File: src/rtl/fwd_layer_mac.sv
// Forward pass of one dense layer: y[o] = sat(relu((sum_i x[i]*w[o*N_IN+i]) >>> SHIFT)).
// One MAC per enabled cycle, one write-back cycle per neuron, then a one-shot done pulse.
module fwd_layer_mac #(
    parameter int N_IN  = 4,
    parameter int N_OUT = 4,
    parameter int DW    = 8,
    parameter int ACC_W = 20,
    parameter int SHIFT = 4,
    parameter int AW    = $clog2(N_IN * N_OUT)
) (
    input  logic                     clk_i,
    input  logic                     rst_i,
    input  logic                     en_i,
    input  logic                     pass_i,
    input  logic                     wr_en_i,
    input  logic                     wr_sel_i,
    input  logic [AW-1:0]            wr_addr_i,
    input  logic [DW-1:0]            wr_data_i,
    input  logic [$clog2(N_OUT)-1:0] rd_addr_i,
    output logic [DW-1:0]            y_o,
    output logic                     busy_o,
    output logic                     done_o,
    output logic [1:0]               dbg_state_o
);

    localparam int IW = $clog2(N_IN);
    localparam int OW = $clog2(N_OUT);
    localparam logic signed [ACC_W-1:0] L_YMAX = ACC_W'((1 << (DW - 1)) - 1);

    typedef enum logic [1:0] {
        S_IDLE = 2'd0,
        S_MAC  = 2'd1,
        S_WB   = 2'd2,
        S_HOLD = 2'd3
    } state_t;

    state_t                   r_state;
    logic [DW-1:0]            r_x [N_IN];
    logic [DW-1:0]            r_w [N_IN*N_OUT];
    logic [DW-1:0]            r_y [N_OUT];
    logic signed [ACC_W-1:0]  r_acc;
    logic [IW-1:0]            r_i;
    logic [OW-1:0]            r_o;
    logic                     r_busy;
    logic                     r_done;

    logic [AW-1:0]            w_widx;
    logic signed [2*DW-1:0]   w_prod;
    logic signed [ACC_W-1:0]  w_prod_ext;
    logic signed [ACC_W-1:0]  w_shr;
    logic [DW-1:0]            w_act;

    always_comb begin
        w_widx     = AW'(int'(r_o) * N_IN + int'(r_i));
        w_prod     = $signed(r_x[r_i]) * $signed(r_w[w_widx]);
        w_prod_ext = {{(ACC_W-2*DW){w_prod[2*DW-1]}}, w_prod};
        w_shr      = r_acc >>> SHIFT;
        // ReLU clamps negatives to zero; positive overflow saturates to the DW-bit max.
        if (w_shr[ACC_W-1])
            w_act = '0;
        else if (w_shr > L_YMAX)
            w_act = L_YMAX[DW-1:0];
        else
            w_act = w_shr[DW-1:0];
    end

    always_ff @(posedge clk_i or negedge rst_i) begin
        if (!rst_i) begin
            r_state <= S_IDLE;
            r_acc   <= '0;
            r_i     <= '0;
            r_o     <= '0;
            r_busy  <= 1'b0;
            r_done  <= 1'b0;
            for (int k = 0; k < N_IN; k++)        r_x[k] <= '0;
            for (int k = 0; k < N_IN*N_OUT; k++)  r_w[k] <= '0;
            for (int k = 0; k < N_OUT; k++)       r_y[k] <= '0;
        end else if (en_i) begin
            r_done <= 1'b0;
            case (r_state)
                S_IDLE: begin
                    if (wr_en_i) begin
                        if (!wr_sel_i && int'(wr_addr_i) < N_IN)
                            r_x[wr_addr_i[IW-1:0]] <= wr_data_i;
                        else if (wr_sel_i && int'(wr_addr_i) < N_IN * N_OUT)
                            r_w[wr_addr_i] <= wr_data_i;
                    end
                    if (pass_i) begin
                        r_state <= S_MAC;
                        r_o     <= '0;
                        r_i     <= '0;
                        r_acc   <= '0;
                        r_busy  <= 1'b1;
                    end
                end
                S_MAC: begin
                    r_acc <= r_acc + w_prod_ext;
                    r_i   <= r_i + IW'(1);
                    if (r_i == IW'(N_IN - 1))
                        r_state <= S_WB;
                end
                S_WB: begin
                    r_y[r_o] <= w_act;
                    r_acc    <= '0;
                    r_i      <= '0;
                    if (r_o == OW'(N_OUT - 1)) begin
                        r_state <= S_HOLD;
                        r_busy  <= 1'b0;
                        r_done  <= 1'b1;
                    end else begin
                        r_o     <= r_o + OW'(1);
                        r_state <= S_MAC;
                    end
                end
                S_HOLD: begin
                    // Wait for the request level to drop so a held pass_i runs only once.
                    if (!pass_i)
                        r_state <= S_IDLE;
                end
                default: r_state <= S_IDLE;
            endcase
        end
    end

    assign y_o         = r_y[rd_addr_i];
    assign busy_o      = r_busy;
    assign done_o      = r_done;
    assign dbg_state_o = r_state;

endmodule

File: config.mk
export PLATFORM = sky130hd
export DESIGN_NAME = fwd_layer_mac
export DESIGN_NICKNAME = d
export VERILOG_FILES = /design/src/rtl/fwd_layer_mac.sv
export SDC_FILE = /design/constraint.sdc
export NUM_CORES = 1
export LEC_CHECK = 0
export ABC_AREA = 1
export CAP_MARGIN = 40
export CORE_MARGIN = 2
export CORE_UTILIZATION = 40
export DETAILED_ROUTE_END_ITERATION = 16
export PLACE_DENSITY = 0.64
export SLEW_MARGIN = 15
export SYNTH_ARGS = -nofsm -noshare
export SYNTH_HDL_FRONTEND = slang
export SYNTH_SLANG_ARGS = --single-unit
File: constraint.sdc
create_clock -name clk_i -period 5.5 [get_ports clk_i]
set_input_delay 0.55 -clock clk_i [delete_from_list [all_inputs] [get_ports clk_i]]
set_output_delay 0.55 -clock clk_i [all_outputs]
set_load 0.005 [all_outputs]
== Word level (Yosys, flattened, before mapping) ==
Index checks and enable logic that the tools add are counted.
W data, S select, Z words.

* Memories: 0
* RAM bits: 0
* Bits in latches: 0
* Memory bits (read-only): 0
* Output and inout port bits: 12
* Bits in registers: 220
* Word-level logic and storage cells: 114

* Add/subtract/negate cells: 4
* $lt $le $gt $ge: 11
* Multiply operators: 1
* Eq/ne operators: 10
* Shift operators: 0
* Bitwise gates (word level): 7
* Reduce and logical (&&, ||, !) cells: 15
* Div/mod/pow operators: 0
* Muxes and demuxes: 36

{| class="wikitable"
|+ Operators by type and width
! operator !! count
|-
| $bwmux W128 || 1
|-
| $mux W8 || 11
|-
| $bwmux W32 || 2
|-
| $pmux W20 S3 || 1
|-
| $bmux W8 S2 || 2
|-
| $bmux W8 S4 || 1
|-
| $demux W8 S2 || 2
|-
| $demux W8 S4 || 1
|-
| $add A20 B16 Y20 || 1
|-
| $mux W20 || 1
|-
| $gt A16 B8 Y1 const B || 1
|-
| $mul A8 B8 Y16 || 1
|-
| $reduce_and A4 Y1 || 4
|-
| $ge A3 B3 Y1 const B || 4
|-
| $mux W2 || 6
|-
| $not A2 Y3 || 4
|-
| $ge A5 B5 Y1 const B || 2
|-
| $ne A2 B2 Y1 const B || 5
|-
| $not A4 Y5 || 2
|-
| $eq A2 B2 Y1 const B || 4
|-
| $pmux W2 S4 || 1
|-
| $lt A3 B1 Y1 const B || 2
|-
| $pmux W2 S3 || 1
|-
| $lt A5 B1 Y1 const B || 1
|-
| other kinds (16) || 23
|}

== Longest topological paths before layout ==
* Word-level depth: 8
* Mapped depth: 30
* Depth with buffers taken out: 29

== Worst setup path after synthesis ==
Ideal clock, no wire load.

* Path type: register -> register
* From: register r_i[0]
* To: register r_acc[19]
* Period minus slack after synthesis: 5.870 ns
* Data required time: 5.382 ns
* Slack: -0.370 ns
* Data arrival time: 5.752 ns
* Library setup time: 0.118 ns
* Stages on the path, launching flop included: 24
* Buffers on the path: 2
* Cell sequence: dfrtp_1 > inv_2 > buf_2 > buf_2 > nand2_1 > a32oi_1 > inv_1 > a21oi_1 > fa_1 > fa_1 > fa_1 > fa_1 > ha_1 > ha_1 > nand2_1 > inv_1 > a21oi_1 > nand2_1 > nand2_1 > nand2_1 > inv_1 > nand2_1 > nand3_1 > nand2_1

* Cells in the longest elaborated chain, start to end: 8
* Elaborated cells on any way between the ends: 12

{| class="wikitable"
|+ Ends and longest elaborated chain
! what !! RTL line !! text
|-
| start: declaration || 42 || <nowiki>logic [IW-1:0] r_i;</nowiki>
|-
| start signal: assignment || 98 || <nowiki>r_i <= r_i + IW'(1);</nowiki>
|-
| $add A4 B2 Y4 || 54 || <nowiki>w_widx = AW'(int'(r_o) * N_IN + int'(r_i));</nowiki>
|-
| $not A4 Y5 (implied by the code) || 55 || <nowiki>w_prod = $signed(r_x[r_i]) * $signed(r_w[w_widx]);</nowiki>
|-
| $bmux W8 S4 || 55 ||
|-
| $mux W8 (implied by the code) (2 in series) || 55 ||
|-
| $mul A8 B8 Y16 * || 55 ||
|-
| $add A20 B16 Y20 * || 97 || <nowiki>r_acc <= r_acc + w_prod_ext;</nowiki>
|-
| $pmux W20 S3 * || 80 || <nowiki>case (r_state)</nowiki>
|-
| end signal: assignment || 97 ||
|-
| end: declaration || 41 || <nowiki>logic signed [ACC_W-1:0] r_acc;</nowiki>
|}

Mark *: on every way between the ends. The rest lies on a longest branch, timed or not. The select of a mux whose other input is x is not followed.
A chain may end at the register's enable or synchronous reset.

== Worst setup path after layout ==
* From: register r_i[1]
* To: register r_acc[17]

Same word-level chain as after synthesis.

==> impl_metrics.toml <==
[worst_hold_path]
hp-class = "input pin to async pin"

[die]
fp.dieW_um = 187
dieArea_mm2 = 0.0350
initial_utilization_pct = 40.3
rows = 67
io_pins = 32
dieHeight_um = 187
core-area_mm2 = 0.0333

[yosys]
synth.distinct_cells = 31
synth_edf_count = 0
yosys.area.top_type = "dfrtp_1"
postSynthAreaPerCell_um2 = 8.30
synth_compound_area_share_pct = 15.7
synth.area.mux_share_pct = 0
syn_area_mm2 = 0.0134
ys_seq_area_share_pct = 41.0
synth_xor_area_share_pct = 0.0653
yosys.area_share.simple_pct = 18.1
syn_inst = 1616
ys.flop_type = "dfrtp_1"
async_reset_ff_share_pct = 100
synthAdderAreaFrac_pct = 17.9
yosys-top-cells-area = "dfrtp_1 41%, fa_1 13%, nand2_1 11%"
syn-num-nets = 1775
synth_top_cell_area_share_pct = 41.0
synth_top_family_by_area = "simple AND/OR/NAND/NOR gates"
synth-warning-count = 0
ys_ff_latch = 220

[timing]
fmax_mhz = 188
setup_tns_ps = 0
hold_ws_ps = 12.1
report.final.slew_viol_count = 0
finalSetupViolations = 0
finalHoldViolCount = 0
maxSlewHeadroom_pct = 44.3
worst_slack_ps = 186
worst_pin_slew_ps = 835
finalClockSkew_ps = 11.5
min_period_over_period_pct = 96.6
period_minus_slack_ps = 5310
grt_setup_unrepaired = "true"

[route]
drt_first_pass_iters = 5
vias = 11300
drc_errors = 0
ant_nets = 0
vias_per_cell = 5.24
first_iter_violations = 814
wl_per_cell_um = 16.6
wirelength_mm = 35.7

[placement]
dp_hpwl_mm = 24.2
preCtsSetupSlack_ps = -56.3
port_buffers = 31
place.gp.congestion = 0.894

[final_layout]
final_cell_mix = "360 x nand2_1, 251 x o21ai_0, 218 x dfrtp_1"
final_common_cell = "nand2_1"
fin_util_pct = 48.9
layout.nets = 1844
drive_gt1_share_pct = 14.6
area_delta_synth_final_pct = 21.3
diodes = 0

[setup_path]
cp-end-kind = "flip-flop"
slowest_stage = "dfrtp_2"
worstSetupPathType = "flip-flop to flip-flop"
start_kind = "flip-flop"
required_ps = 5930
crit_fanout = 8
r2r_cells = 25
critPathMaxStageDelay_ps = 570
r2r-start = "r_i[1]"
crit_top_cell = "fa_1"
r2r-end = "r_acc[17]"
cp.arrival_ps = 5740
r2r_slack_ps = 190

[global_routing]
grt_antenna_before_repair = 0
grt_max_degree = 141
grt_pass1_wl_mm = 57.8
grt-ovfl-total = 0
track_usage_pct = 20.1
grt_pass1_vias = 10900

[clock_tree]
clk_latency_ps = 540
cts_sinks = 220
clock_path_buffers = 3
ctsHtreeMaxLevel = 1
postCtsHoldBufs = 0
numCtsBuffers = 25
path_clk_slew_ps = 60
cts_tree = "done"
cts_root_buf = "clkbuf_16"

[flow_run]
cap_violations = 0

[run_status]
status = "completed"
metal layers:
layer,vias to the layer above,track usage [%],share of wire (%)
met2,330,31.4,45
li1,5353,-,-
met3,54,3.19,6.1
met4,0,5.25,2.2
met5,-,0,0
met1,5535,29.2,47
sequential cells by signal (all words and copies together), names as in the netlist:
register	cells
busy_o	1
r_o	2
r_w	128
done_o	1
r_x	32
dbg_state_o	2
r_acc	20
r_y	32
r_i	2
through the flow:
step / std cells / cell area, um2
3_3_place_gp: 2079 / 14600
5_1_grt: 2151 / 16300
2_1_floorplan: 1616 / 13400
6_report: 2151 / 16300
4_1_cts: 2124 / 15400
3_5_place_dp: 2079 / 14600
cell families after synthesis:
kind of cell | count (synthesis)
AO/OA/AOI/OAI | 393
AND/OR/NAND/NOR | 614
XOR/XNOR | 1
buffers and inverters | 249
flip-flops | 220
adder cells (fa/ha/maj) | 139
area by class of cell:
| cell class | instances | area, um2 |
|---|---|---|
| Inverter | 174 | 678 |
| Clock buffer | 36 | 717 |
| Multi-Input combinational cell | 1147 | 7500 |
| Fill cell | 3152 | 17000 |
| Tap cell | 448 | 561 |
| Clock inverter | 9 | 98.8 |
| Timing Repair Buffer | 117 | 1200 |
| Sequential cell | 220 | 5510 |
worst max-delay path: cells and delay by family, from the launching register on:
| family | cells | cell delay (ps) |
|---|---|---|
| and+or+nand+nor | 9 | 800 |
| DFF | 1 | 570 |
| buffers and inverters | 5 | 790 |
| AOI/OAI and AO/OA | 5 | 510 |
| adders and majority gates | 6 | 2550 |
synthesized netlist by cell type, drive strengths merged, types with 3 or more instances:
cell type,count
o21ai,299
or2,4
o221ai,3
nand3,41
o211ai,30
nand2,380
fa,88
a21oi,41
nor2,175
nor3,5
o22ai,9
dfrtp,220
nand3b,4
buf,21
inv,172
clkbuf,54
ha,51
a32oi,8
what timing repair did:
| item | 4_1_cts | 5_1_grt |
|---|---|---|
| cloned | 0 | 4 |
| buffers inserted | 0 | 23 |
| pin swaps | 0 | 44 |
| setup endpoints to repair | 6 | 13 |
| resized for setup | 6 | 137 |
worst max-delay path by stage:
stage	from	endpoint	slack (ps)	cells after the start
finish	r_i[1]	r_acc[17]	190	25
global route	r_i[1]	r_acc[17]	-60	25
CTS	r_i[0]	r_acc[15]	-6	23
detailed placement	r_i[0]	r_acc[15]	-60	22
global placement	r_i[0]	r_acc[18]	7	23
floorplan	r_o[0]	r_acc[17]	120	23
Power is left out: the tool's default activity adds up to more than one toggle a clock period on the data nets, which glitch-free logic cannot reach.
